--- config.mk ---
export PLATFORM = sky130hd
export DESIGN_NAME = sdram_slot_arb
export DESIGN_NICKNAME = d
export VERILOG_FILES = /design/src/rtl/sdram_slot_arb.sv
export SDC_FILE = /design/constraint.sdc
export NUM_CORES = 1
export LEC_CHECK = 0
export ABC_AREA = 1
export BUFFER_PORTS_ARGS = -buffer_cell sky130_fd_sc_hd__buf_2
export CORE_ASPECT_RATIO = 1.5
export CORE_MARGIN = 4
export CORE_UTILIZATION = 45
export DETAILED_ROUTE_END_ITERATION = 8
export PLACE_DENSITY = 0.79
export SLEW_MARGIN = 20
export SYNTH_ARGS = -nofsm -noshare
export SYNTH_HDL_FRONTEND = slang
export SYNTH_SLANG_ARGS = --single-unit
export TNS_END_PERCENT = 10
--- constraint.sdc ---
create_clock -name clk -period 3.1 [get_ports clk]
set_input_delay 0.31 -clock clk [delete_from_list [all_inputs] [get_ports clk]]
set_output_delay 0.31 -clock clk [all_outputs]
set_load 0.01 [all_outputs]
--- src/rtl/sdram_slot_arb.sv ---
// sdram_slot_arb: round-robin arbiter sharing one 32-bit channel of the SDRAM
// controller between NREQ requesters. A local copy of the controller's 16-slot
// frame counter (re-aligned by the falling edge of sync) decides when a request
// is presented, so each transaction lines up with the controller's latch slot.
// Completion is signalled back to the winner with a one-cycle ack pulse.
module sdram_slot_arb #(
  parameter int NREQ       = 3,
  parameter int LATCH_SLOT = 15,
  parameter int DONE_SLOT  = 12
) (
  input  logic                  clk,
  input  logic                  rst_n,
  input  logic                  sync,
  input  logic                  sdram_rdy,
  input  logic [NREQ-1:0]       req,
  input  logic [NREQ-1:0][20:0] req_addr,
  input  logic [NREQ-1:0][31:0] req_din,
  input  logic [NREQ-1:0][3:0]  req_we,
  output logic [NREQ-1:0]       ack,
  output logic [31:0]           rdata,
  output logic [20:0]           mem_addr,
  output logic [31:0]           mem_din,
  output logic [3:0]            mem_wr,
  output logic                  mem_rd,
  input  logic [31:0]           mem_dout
);

  localparam int         PW         = (NREQ > 2) ? 2 : 1;
  // Requests are registered one slot ahead so they are stable in the latch slot.
  localparam logic [3:0] GRANT_SLOT = 4'(LATCH_SLOT - 1);
  // First slot after the latch slot: the controller has taken the request.
  localparam logic [3:0] ISSUE_END  = 4'((LATCH_SLOT + 1) % 16);
  localparam logic [3:0] DONE_S     = 4'(DONE_SLOT);
  localparam logic [3:0] SYNC_SLOT  = 4'd7;

  typedef enum logic [1:0] {ST_IDLE, ST_ISSUE, ST_WAIT} state_t;

  state_t          state_q, state_d;
  logic [3:0]      slot_q, slot_d;
  logic            sync_old_q;
  logic [PW-1:0]   ptr_q, ptr_d;
  logic [PW-1:0]   ptr_save_q, ptr_save_d;
  logic [PW-1:0]   win_q, win_d;
  logic [NREQ-1:0] ack_q, ack_d;
  logic [31:0]     rdata_q, rdata_d;
  logic [20:0]     mem_addr_q, mem_addr_d;
  logic [31:0]     mem_din_q, mem_din_d;
  logic [3:0]      mem_wr_q, mem_wr_d;
  logic            mem_rd_q, mem_rd_d;

  logic            sync_fall;
  logic            abort;
  logic            found;
  logic [PW-1:0]   win_idx;
  int              cand;

  assign sync_fall = sync_old_q & ~sync;
  // Any frame realignment or loss of controller readiness kills the in-flight access.
  assign abort     = sync_fall | ~sdram_rdy;

  // Round-robin winner search, starting just after the last granted requester
  always_comb begin
    found   = 1'b0;
    win_idx = '0;
    cand    = 0;
    for (int k = 1; k <= NREQ; k++) begin
      cand = (int'(ptr_q) + k) % NREQ;
      if (!found && req[cand[PW-1:0]]) begin
        found   = 1'b1;
        win_idx = cand[PW-1:0];
      end
    end
  end

  // Next-state logic: slot counter, FSM, grant capture, completion and abort
  always_comb begin
    state_d    = state_q;
    slot_d     = sync_fall ? SYNC_SLOT : slot_q + 4'd1;
    ptr_d      = ptr_q;
    ptr_save_d = ptr_save_q;
    win_d      = win_q;
    ack_d      = '0;
    rdata_d    = rdata_q;
    mem_addr_d = mem_addr_q;
    mem_din_d  = mem_din_q;
    mem_wr_d   = mem_wr_q;
    mem_rd_d   = mem_rd_q;
    case (state_q)
      ST_IDLE: begin
        // A realignment edge means the slot number is not trustworthy: skip the grant.
        if (sdram_rdy && !sync_fall && slot_q == GRANT_SLOT && found) begin
          ptr_save_d = ptr_q;
          ptr_d      = win_idx;
          win_d      = win_idx;
          mem_addr_d = req_addr[win_idx];
          mem_din_d  = req_din[win_idx];
          mem_wr_d   = req_we[win_idx];
          mem_rd_d   = (req_we[win_idx] == 4'd0);
          state_d    = ST_ISSUE;
        end
      end
      ST_ISSUE: begin
        if (abort) begin
          // Undo the pointer move so the same requester wins again.
          mem_wr_d = 4'd0;
          mem_rd_d = 1'b0;
          ptr_d    = ptr_save_q;
          state_d  = ST_IDLE;
        end else if (slot_q == ISSUE_END) begin
          mem_wr_d = 4'd0;
          mem_rd_d = 1'b0;
          if (mem_rd_q) begin
            state_d = ST_WAIT;
          end else begin
            ack_d[win_q] = 1'b1;
            state_d      = ST_IDLE;
          end
        end
      end
      ST_WAIT: begin
        if (abort) begin
          mem_wr_d = 4'd0;
          mem_rd_d = 1'b0;
          ptr_d    = ptr_save_q;
          state_d  = ST_IDLE;
        end else if (slot_q == DONE_S) begin
          rdata_d      = mem_dout;
          ack_d[win_q] = 1'b1;
          state_d      = ST_IDLE;
        end
      end
      default: state_d = ST_IDLE;
    endcase
  end

  // State and datapath registers
  always_ff @(posedge clk or negedge rst_n) begin
    if (!rst_n) begin
      state_q    <= ST_IDLE;
      slot_q     <= 4'd0;
      sync_old_q <= 1'b0;
      ptr_q      <= PW'(NREQ - 1);
      ptr_save_q <= PW'(NREQ - 1);
      win_q      <= '0;
      ack_q      <= '0;
      rdata_q    <= 32'd0;
      mem_addr_q <= 21'd0;
      mem_din_q  <= 32'd0;
      mem_wr_q   <= 4'd0;
      mem_rd_q   <= 1'b0;
    end else begin
      state_q    <= state_d;
      slot_q     <= slot_d;
      sync_old_q <= sync;
      ptr_q      <= ptr_d;
      ptr_save_q <= ptr_save_d;
      win_q      <= win_d;
      ack_q      <= ack_d;
      rdata_q    <= rdata_d;
      mem_addr_q <= mem_addr_d;
      mem_din_q  <= mem_din_d;
      mem_wr_q   <= mem_wr_d;
      mem_rd_q   <= mem_rd_d;
    end
  end

  assign ack      = ack_q;
  assign rdata    = rdata_q;
  assign mem_addr = mem_addr_q;
  assign mem_din  = mem_din_q;
  // The controller must never see a command while it is not ready.
  assign mem_wr   = mem_wr_q & {4{sdram_rdy}};
  assign mem_rd   = mem_rd_q & sdram_rdy;

endmodule

; Word-level counts from Yosys, hierarchy flattened
; Index checks and enable logic that the tools add are counted.
[totals]
word_cells = 108
input_bits = 210
out_inout_bits = 93
ff_bits = 106
[classes]
order_cmp = 6
n_reduce_logical = 20
n_eq_ne = 9
n_bitwise = 7
div = 3
addsub = 4
mux = 47
[op_table]
columns = cell, count
row1 = "remainder unit 32 x 3 -> 32 bit, second input constant", 3
row2 = binary-select mux 32 bit (select 2 bit), 1
row3 = binary-select mux 21 bit (select 2 bit), 1
row4 = two-way mux 32 bit, 1
row5 = two-way mux 4 bit, 6
row6 = two-way mux 2 bit, 11
row7 = two-way mux 21 bit, 1
row8 = "less-than comparator 2 x 3 -> 1 bit, second input constant", 5
row9 = two-way mux 3 bit, 5
row10 = one-hot mux 4 bit (3 select lines), 1
row11 = two-way mux 1 bit, 11
row12 = AND reduction 3 bit, 3
row13 = binary-select mux 4 bit (select 2 bit), 1
row14 = "equality test 4 bit, second input constant", 2
row15 = zero test 4 bit, 2
row16 = "adder 2 x 2 -> 3 bit, second input constant", 2
row17 = binary-select mux 1 bit (select 2 bit), 3
row18 = logical AND 1 bit, 6
row19 = "!= test 3 bit, second input constant", 2
row20 = one-hot mux 2 bit (3 select lines), 1
row21 = one-hot mux 3 bit (2 select lines), 1
row22 = "adder 4 x 1 -> 4 bit, second input constant", 1
row23 = bitwise AND 4 bit, 1
row24 = "!= test 2 bit, second input constant", 2
row25 = other kinds (18), 23

; Logic depth before layout (Yosys ltp)
; Gate-level depths: netlist of run 1.
[logic_depth]
word_depth = 16
depth_mapped = 17
mapped_depth_nobuf = 16

; Worst setup path before layout of run 1
; Ideal clock, no wire load.
[synth_path]
path_type = flip-flop to flip-flop
startpoint = register ptr_q[1]
endpoint = register mem_addr_q[0], in the netlist mem_addr[0]
t_arrival_ps = 1975
path_buffers = 2
required_time_ps = 3027
stages_incl_launch_ff = 12
slack_ps = 1052
synth_period_minus_slack_ps = 2048
setup_time_ps = 73
path_cell_list = dfstp_2 -> ha_1 -> o21ai_1 -> nand2_4 -> nand3_1 -> and2_1 -> nand2_2 -> buf_6 -> buf_4 -> a21oi_2 -> o21ai_2 -> a2bb2oi_2
[synth_via]
elab_chain_cells = 13
elab_cells_between_ends = 26
classes_between = add/sub (3) / div (3) / mux (14) / reduce/logical (6)
[synth_lines]
columns = item, line_no
row1 = "start, declared", 41  ; logic [PW-1:0] ptr_q, ptr_d;
row2 = "start signal, assigned", 142  ; ptr_q <= PW'(NREQ - 1);
row3 = "start signal, assigned", 155  ; ptr_q <= ptr_d;
row4 = adder 2 x 1 -> 3 bit, 67  ; cand = (int'(ptr_q) + k) % NREQ;
row5 = remainder unit 32 x 3 -> 32 bit, 67
row6 = binary-select mux 1 bit (select 2 bit), 68  ; if (!found && req[cand[PW-1:0]]) begin
row7 = two-way mux 1 bit (not written as such), 68
row8 = two-way mux 1 bit, 68
row9 = zero test 1 bit, 68
row10 = logical AND 1 bit, 68
row11 = two-way mux 1 bit, 68
row12 = zero test 1 bit, 68
row13 = logical AND 1 bit, 68
row14 = two-way mux 2 bit / two-way mux 1 bit (equally long branches), 68
row15 = binary-select mux 21 bit (select 2 bit) / logical AND 1 bit (equally long branches), "95, 91"
row16 = two-way mux 21 bit (not written as such) / AND reduction 2 bit (equally long branches), -
row17 = "end signal, assigned", 160  ; mem_addr_q <= mem_addr_d;
row18 = "end, declared", 46  ; logic [20:0] mem_addr_q, mem_addr_d;
; Parallel ways exist; a longest one is shown, timed or not. The select of a mux whose other input is x is not followed.
; A chain may end at the register's enable or synchronous reset.

; Worst setup path after layout of run 1
[layout_path]
startpoint = register ptr_q[0]
endpoint = register mem_addr_q[16], in the netlist mem_addr[16]
; The elaborated chain is that of the path after synthesis.

==> impl_metrics.env, run 1 <==
export IMPL_route_detailed_drc=0
export IMPL_crit_path_start_kind="register"
export IMPL_worstRegToRegCells=14
export IMPL_hp_class="in2async"
export IMPL_grt_start_max_net_pins=107
export IMPL_crit_chain="inv_1 > ha_1 > inv_2 > nand2_1 > nand3_2 > nand2_4 > nand2_2 > nor2_4 > nand2_1 > nand2_4 > buf_12 > a21oi_1 > o21ai_1 > a2bb2oi_2"
export IMPL_p_per_area_mw_per_mm2=989.3
export IMPL_cts_root_buffer="clkbuf_16"
export IMPL_nNetsFinal=1134
export IMPL_portBuffers=302
export IMPL_critPathTopFamily="simple AND/OR/NAND/NOR gates"
export IMPL_first_pass_iters=4
export IMPL_cts_tree="built"
export IMPL_fillers=1157
export IMPL_end_kind="register"
export IMPL_cp_required_ns=3.33
export IMPL_worstMarginPinSlew_ns=0.5789
export IMPL_hold_buffers=0
export IMPL_syn_area_per_cell_um2=9.686
export IMPL_worstSetupPathType="reg2reg"
export IMPL_setup_tns_ns=0
export IMPL_antennaDiodeCount=0
export IMPL_synth_seq_cells=106
export IMPL_multi_input_area_mm2=0.002803
export IMPL_die_area_mm2=0.01546
export IMPL_mostFrequentLayoutCells="301 x buf_2, 104 x dfrtp_1, 88 x inv_1"
export IMPL_r2r_start="ptr_q[0]"
export IMPL_worst_path_largest_cell_delay_ns=0.42
export IMPL_synth_area_mm2=0.006073
export IMPL_critPathArrivalTime_ns=2.77
export IMPL_cts_max_path_buffers=2
export IMPL_row_count=51
export IMPL_synth_fp_nets=848
export IMPL_vias=5601
export IMPL_grt_first_pass_wirelength_um=27590
export IMPL_reg2reg_to="mem_addr[16]"
export IMPL_max_cap_viol_count=0
export IMPL_overflow=0
export IMPL_slew_viol_final=0
export IMPL_rsz0062_at_grt="false"
export IMPL_wl_um=17870
export IMPL_fin_crit_sh_pct=81.70
export IMPL_crit_start="ptr_q[0]"
export IMPL_place_congestion=0.8858
export IMPL_place_ws_ns=0.5871
export IMPL_cts_setup_buffers=0
export IMPL_antenna_left=0
export IMPL_path_clk_slew_ns=0.08
export IMPL_yosysWarnings=0
export IMPL_dp_hpwl_um=13740
export IMPL_die_y_um=150.3
export IMPL_syn_to_final_growth_pct=31.99
export IMPL_routed_via_density=5.201
export IMPL_cts_sinks=106
export IMPL_initial_utilization_pct=46.43
export IMPL_timing_final_hold_violations=0
export IMPL_status="finished clean"
export IMPL_pin_count=303
export IMPL_die_w_um=102.9
export IMPL_path_buf_inv=3
export IMPL_antenna_found_initial=0
export IMPL_r2r_setup_slack_ns=0.57
export IMPL_ff_latch_area_mm2=0.002655
export IMPL_yosysUniqueCellTypes=32
export IMPL_drt_wirelength_per_cell_um=16.59
export IMPL_clk_latency_ns=0.35
export IMPL_cts_repair_resized=0
export IMPL_drive_gt1_share_pct=50.44
export IMPL_skew_ns=0.009443
export IMPL_fmax_mhz=394.9
export IMPL_synth_yosys_seq_area_share_pct=43.72
export IMPL_fin_ws_ns=0.5674
export IMPL_final_common_cell="buf_2"
export IMPL_report_final_setup_viol=0
export IMPL_irDropWorstVdd_mv=0.6388
export IMPL_slew_limit_headroom_pct=61.41
export IMPL_finalPower_w=0.007931
export IMPL_coreArea_mm2=0.01308
export IMPL_grt_pass1_vias=5629
export IMPL_critical_path_slowest_cell="ha_1"
export IMPL_p_leak_nw=4.444
export IMPL_drt_iter0_markers=210
export IMPL_whs_ns=0.02192
export IMPL_syn_inst=627
export IMPL_worstPathMaxFanout=43
export IMPL_gr_usage_all_layers_pct=22.72
export IMPL_min_period_ns=2.533
export IMPL_cts_buffers=9
export IMPL_h_tree_depth=3
cells by family after synthesis:
| logic type | count (synthesis) | share of synthesized area (%) |
|---|---|---|
| buffers and inverters | 133 | 10.34 |
| adder cells (fa/ha/maj) | 11 | 2.266 |
| AND/OR/NAND/NOR | 114 | 8.632 |
| multiplexers | 32 | 5.933 |
| flip-flops | 106 | 43.72 |
| AO/OA/AOI/OAI | 231 | 29.11 |
layer usage:
layer	routed length, um	track usage, %	share of wire, %	vias to the layer above
met5	0	0	0	-
met4	519	8.555	2.9	0
met3	1037	3.709	5.8	38
met2	9537	40.23	53	196
met1	6774	27.24	38	2659
li1	-	-	-	2708
worst register-to-register path: stages, from the launching register on:
cell and delay (ns):
dfrtp_1 0.39, inv_1 0.09, ha_1 0.42, inv_2 0.08
nand2_1 0.08, nand3_2 0.09, nand2_4 0.10, nand2_2 0.07
nor2_4 0.10, nand2_1 0.11, nand2_4 0.32, buf_12 0.30
a21oi_1 0.08, o21ai_1 0.12, a2bb2oi_2 0.07
stage by stage:
step	util, %	area (um2)	std cells
floorplan	-	6073	627
global placement	58.94	7710	1061
detailed placement	58.94	7710	1061
CTS	61.28	8016	1077
global route	61.28	8016	1077
finish	61.28	8016	1077
final cells by class:
type	instances	share of cell area [%]
multi-input combinational	388	34.96
sequential	106	33.12
timing repair buffer	313	21.16
inverter	95	4.448
clock buffer	9	2.809
tap	159	2.482
clock inverter	7	1.015
cell usage after synthesis, drive strengths merged:
library cell / count / area share (%)
a21oi: 110 / 11
a2bb2oi: 53 / 12
and2: 1 / 0.10
buf: 35 / 4.3
clkbuf: 3 / 0.19
dfrtp: 104 / 43
dfstp: 2 / 0.87
ha: 11 / 2.3
inv: 95 / 5.9
mux2: 32 / 5.9
nand2: 63 / 4.2
nand3: 30 / 2.6
nand3b: 3 / 0.37
nor2: 13 / 0.93
nor3: 2 / 0.16
o211ai: 1 / 0.12
o21ai: 65 / 6.0
o22ai: 2 / 0.21
or2: 1 / 0.10
or3: 1 / 0.10
state kept, by name, summed over array words and instances (netlist names):
name,cells
ack,3
mem_addr,21
mem_din,32
mem_rd_q,1
mem_wr_q,4
ptr_q,2
ptr_save_q,2
rdata,32
slot_q,4
state_q,2
sync_old_q,1
win_q,2
worst max-delay path by stage:
stage,cells past startpoint,slack [ns],endpoint
after global routing,14,0.37,mem_addr[17]
after CTS,14,0.58,mem_addr[16]
after floorplan,11,1.05,mem_addr[0]
after detailed placement,14,0.59,mem_addr[16]
final,14,0.57,mem_addr[16]
after global placement,11,0.70,mem_din[1]
report_power, final:
group,switching (W),total [W],internal [W]
Sequential,0.000298,0.00210,0.00180
Combinational,0.00280,0.00466,0.00186
Clock,0.000587,0.00116,0.000577
Note: power is estimated with default switching activity, not from simulation.
==> run 2, diff against run 1 <==
--- a/config.mk
+++ b/config.mk
@@ -5,13 +5,13 @@
 export SDC_FILE = /design/constraint.sdc
 export NUM_CORES = 1
 export LEC_CHECK = 0
-export ABC_AREA = 1
+export ABC_AREA = 0
 export BUFFER_PORTS_ARGS = -buffer_cell sky130_fd_sc_hd__buf_2
 export CORE_ASPECT_RATIO = 1.5
 export CORE_MARGIN = 4
-export CORE_UTILIZATION = 45
+export CORE_UTILIZATION = 41
 export DETAILED_ROUTE_END_ITERATION = 8
-export PLACE_DENSITY = 0.79
+export PLACE_DENSITY = 0.77
 export SLEW_MARGIN = 20
 export SYNTH_ARGS = -nofsm -noshare
 export SYNTH_HDL_FRONTEND = slang
==> constraint.sdc (replaced) <==
create_clock -name clk -period 2.16 [get_ports clk]
set_input_delay 0.216 -clock clk [delete_from_list [all_inputs] [get_ports clk]]
set_output_delay 0.216 -clock clk [all_outputs]
set_load 0.01 [all_outputs]
==> impl_metrics.env, run 2 <==
export IMPL_cts_tree="built"
export IMPL_worstPathMaxFanout=6
export IMPL_synth_edf_count=0
export IMPL_fin_ws_ns=-0.1600
export IMPL_slew_limit_headroom_pct=66.36
export IMPL_portBuffers=302
export IMPL_routed_via_density=5.475
export IMPL_synth_area_mm2=0.005776
export IMPL_syn_inst=585
export IMPL_drive_gt1_share_pct=52.67
export IMPL_pin_count=303
export IMPL_path_clk_slew_ns=0.08
export IMPL_final_cells=1062
export IMPL_die_area_mm2=0.01609
export IMPL_status="finished, violations left"
export IMPL_yosysWarnings=0
export IMPL_crit_path_start_kind="register"
export IMPL_setup_tns_ns=-6.381
export IMPL_cts_max_path_buffers=2
export IMPL_yosysUniqueCellTypes=47
export IMPL_placed_cells=1031
export IMPL_worstSetupPathType="reg2reg"
export IMPL_wl_um=19840
export IMPL_row_count=52
export IMPL_slew_viol_final=0
export IMPL_synth_seq_cells=106
export IMPL_overflow=0
export IMPL_grt_pass1_vias=6033
export IMPL_initial_utilization_pct=42.27
export IMPL_cts_buffers=9
export IMPL_clk_latency_ns=0.35
export IMPL_die_y_um=153.4
export IMPL_yosysMostFrequentCell="dfrtp_1"
export IMPL_drt_wirelength_per_cell_um=18.68
export IMPL_ys_async_sr_fraction_pct=100.0
export IMPL_syn_to_final_growth_pct=47.38
export IMPL_min_period_ns=2.320
export IMPL_place_congestion=0.8093
export IMPL_yosys_area_top_type="dfrtp_1"
export IMPL_vias=5814
export IMPL_cts_root_buffer="clkbuf_16"
export IMPL_worstHoldStart="mem_dout[12]"
export IMPL_yosysTopAreaCellShare_pct=45.06
export IMPL_fmax_mhz=431.0
export IMPL_cts_sinks=106
export IMPL_irDropWorstVdd_mv=0.8158
export IMPL_violations="negative setup slack"
export IMPL_gr_usage_all_layers_pct=23.70
export IMPL_antenna_left=0
export IMPL_synth_flop_cell="dfrtp_1"
export IMPL_coreArea_mm2=0.01366
export IMPL_utilization_pct=62.30
export IMPL_hp_class="in2reg"
export IMPL_report_final_setup_viol=60
export IMPL_skew_ns=0.01249
export IMPL_p_leak_nw=4.566
export IMPL_yosys_top_cells_area="dfrtp_1 45%, o31ai_1 7.0%, mux2_2 6.4%"
export IMPL_max_cap_viol_count=0
export IMPL_stdcell_area_mm2=0.008512
export IMPL_grt_start_max_net_pins=73
export IMPL_critPathArrivalTime_ns=2.55
export IMPL_crit_start="ptr_q[1]"
export IMPL_dp_hpwl_um=14770
export IMPL_timing_final_hold_violations=0
export IMPL_syn_area_per_cell_um2=9.873
export IMPL_h_tree_depth=3
export IMPL_grt_first_pass_wirelength_um=30320
export IMPL_antennaDiodeCount=0
export IMPL_nNetsFinal=1116
export IMPL_synth_commonest_cells="104 x dfrtp_1, 73 x nand2_1, 59 x and3_1"
export IMPL_synth_fp_nets=806
export IMPL_route_detailed_drc=0
export IMPL_final_common_cell="buf_2"
export IMPL_postPlaceCellArea_mm2=0.007746
export IMPL_p_per_area_mw_per_mm2=1433
export IMPL_fin_crit_sh_pct=107.4
export IMPL_rsz0062_at_grt="true"
export IMPL_worstMarginPinSlew_ns=0.5046
export IMPL_die_w_um=104.9
export IMPL_fillers=1187
export IMPL_synth_yosys_seq_area_share_pct=45.97
export IMPL_mostFrequentLayoutCells="301 x buf_2, 104 x dfrtp_1, 71 x nand2_1"
export IMPL_drt_iter0_markers=209
export IMPL_first_pass_iters=4
export IMPL_end_kind="register"
export IMPL_antenna_found_initial=0
export IMPL_cp_required_ns=2.39
export IMPL_r2r_start="ptr_q[1]"
export IMPL_place_ws_ns=-0.2096
run 2: final timing paths:
check	depth (start not counted)	slack (ns)	end
worst max-delay path	11	-0.16	mem_addr[4]
worst min register to register	2	0.47	mem_din[28]
worst min-delay path	2	0.09	rdata[12]
max in group asynchronous	3	1.04	mem_wr_q[0]
min in group asynchronous	2	0.37	rdata[27]
worst max register to register	11	-0.16	mem_addr[4]
run 2: cell families (layout without fill, tap and decap cells):
group                      Yosys count  count (layout)  synth area share, %
AOI/OAI and AO/OA                  144             144                19.89
xor gates and xnor gates             2               2               0.3033
adders and majority gates           11              11                2.383
buffers and inverters               62             376                5.416
DFF                                106             106                45.97
muxes                               40              40                7.647
and+or+nand+nor                    220             221                18.39
run 2: layer usage:
layer	global-route usage (%)	wire length, um	up-vias
li1	-	-	2745
met1	25.45	7143	2741
met2	42.70	10270	277
met3	6.751	1667	51
met4	10.69	755	0
met5	0	0	-
run 2: repair_timing:
item                                   CTS  global route
gates cloned                             4             2
pin swaps                               43            10
resized for setup                       38            17
hold buffers                             2             0
setup endpoints to repair               63            66
buffers inserted                         7             1
endpoints found under the hold margin   34             0
run 2: layout make-up:
type	count	area (um2)	area share, %
inverters	12	45.04	0.5292
clock buffers	9	225.2	2.646
well taps	162	202.7	2.381
repair buffers	348	2178	25.59
flip-flops and latches	106	2655	31.19
multi-input cells	418	3138	36.87
clock inverters	7	67.56	0.7938
run 2: worst max-delay path, cell delays in order, from the launching register on:
cell	delay, ns
dfstp_2	0.58
ha_4	0.16
buf_6	0.10
buf_4	0.11
nand3b_1	0.13
nand3_2	0.12
a31o_4	0.22
buf_12	0.15
nand2_8	0.09
buf_4	0.18
a211oi_1	0.26
o31ai_1	0.09
run 2: per-stage QoR:
| stage | hold slack, ns | power, W |
|---|---|---|
| after floorplan | -0.07959 | 0.006987 |
| after global placement | 0.2181 | 0.009035 |
| after detailed placement | 0.2235 | 0.009140 |
| after CTS | 0.07909 | 0.01195 |
| after global routing | 0.08334 | 0.01296 |
| final | 0.08957 | 0.01220 |
run 2: power breakdown:
group          switching (W)  internal (W)  leakage [nW]
combinational        0.00388       0.00380          3.00
clock               0.000808      0.000816         0.142
sequential          0.000348       0.00254          1.42
total                0.00504       0.00716          4.57
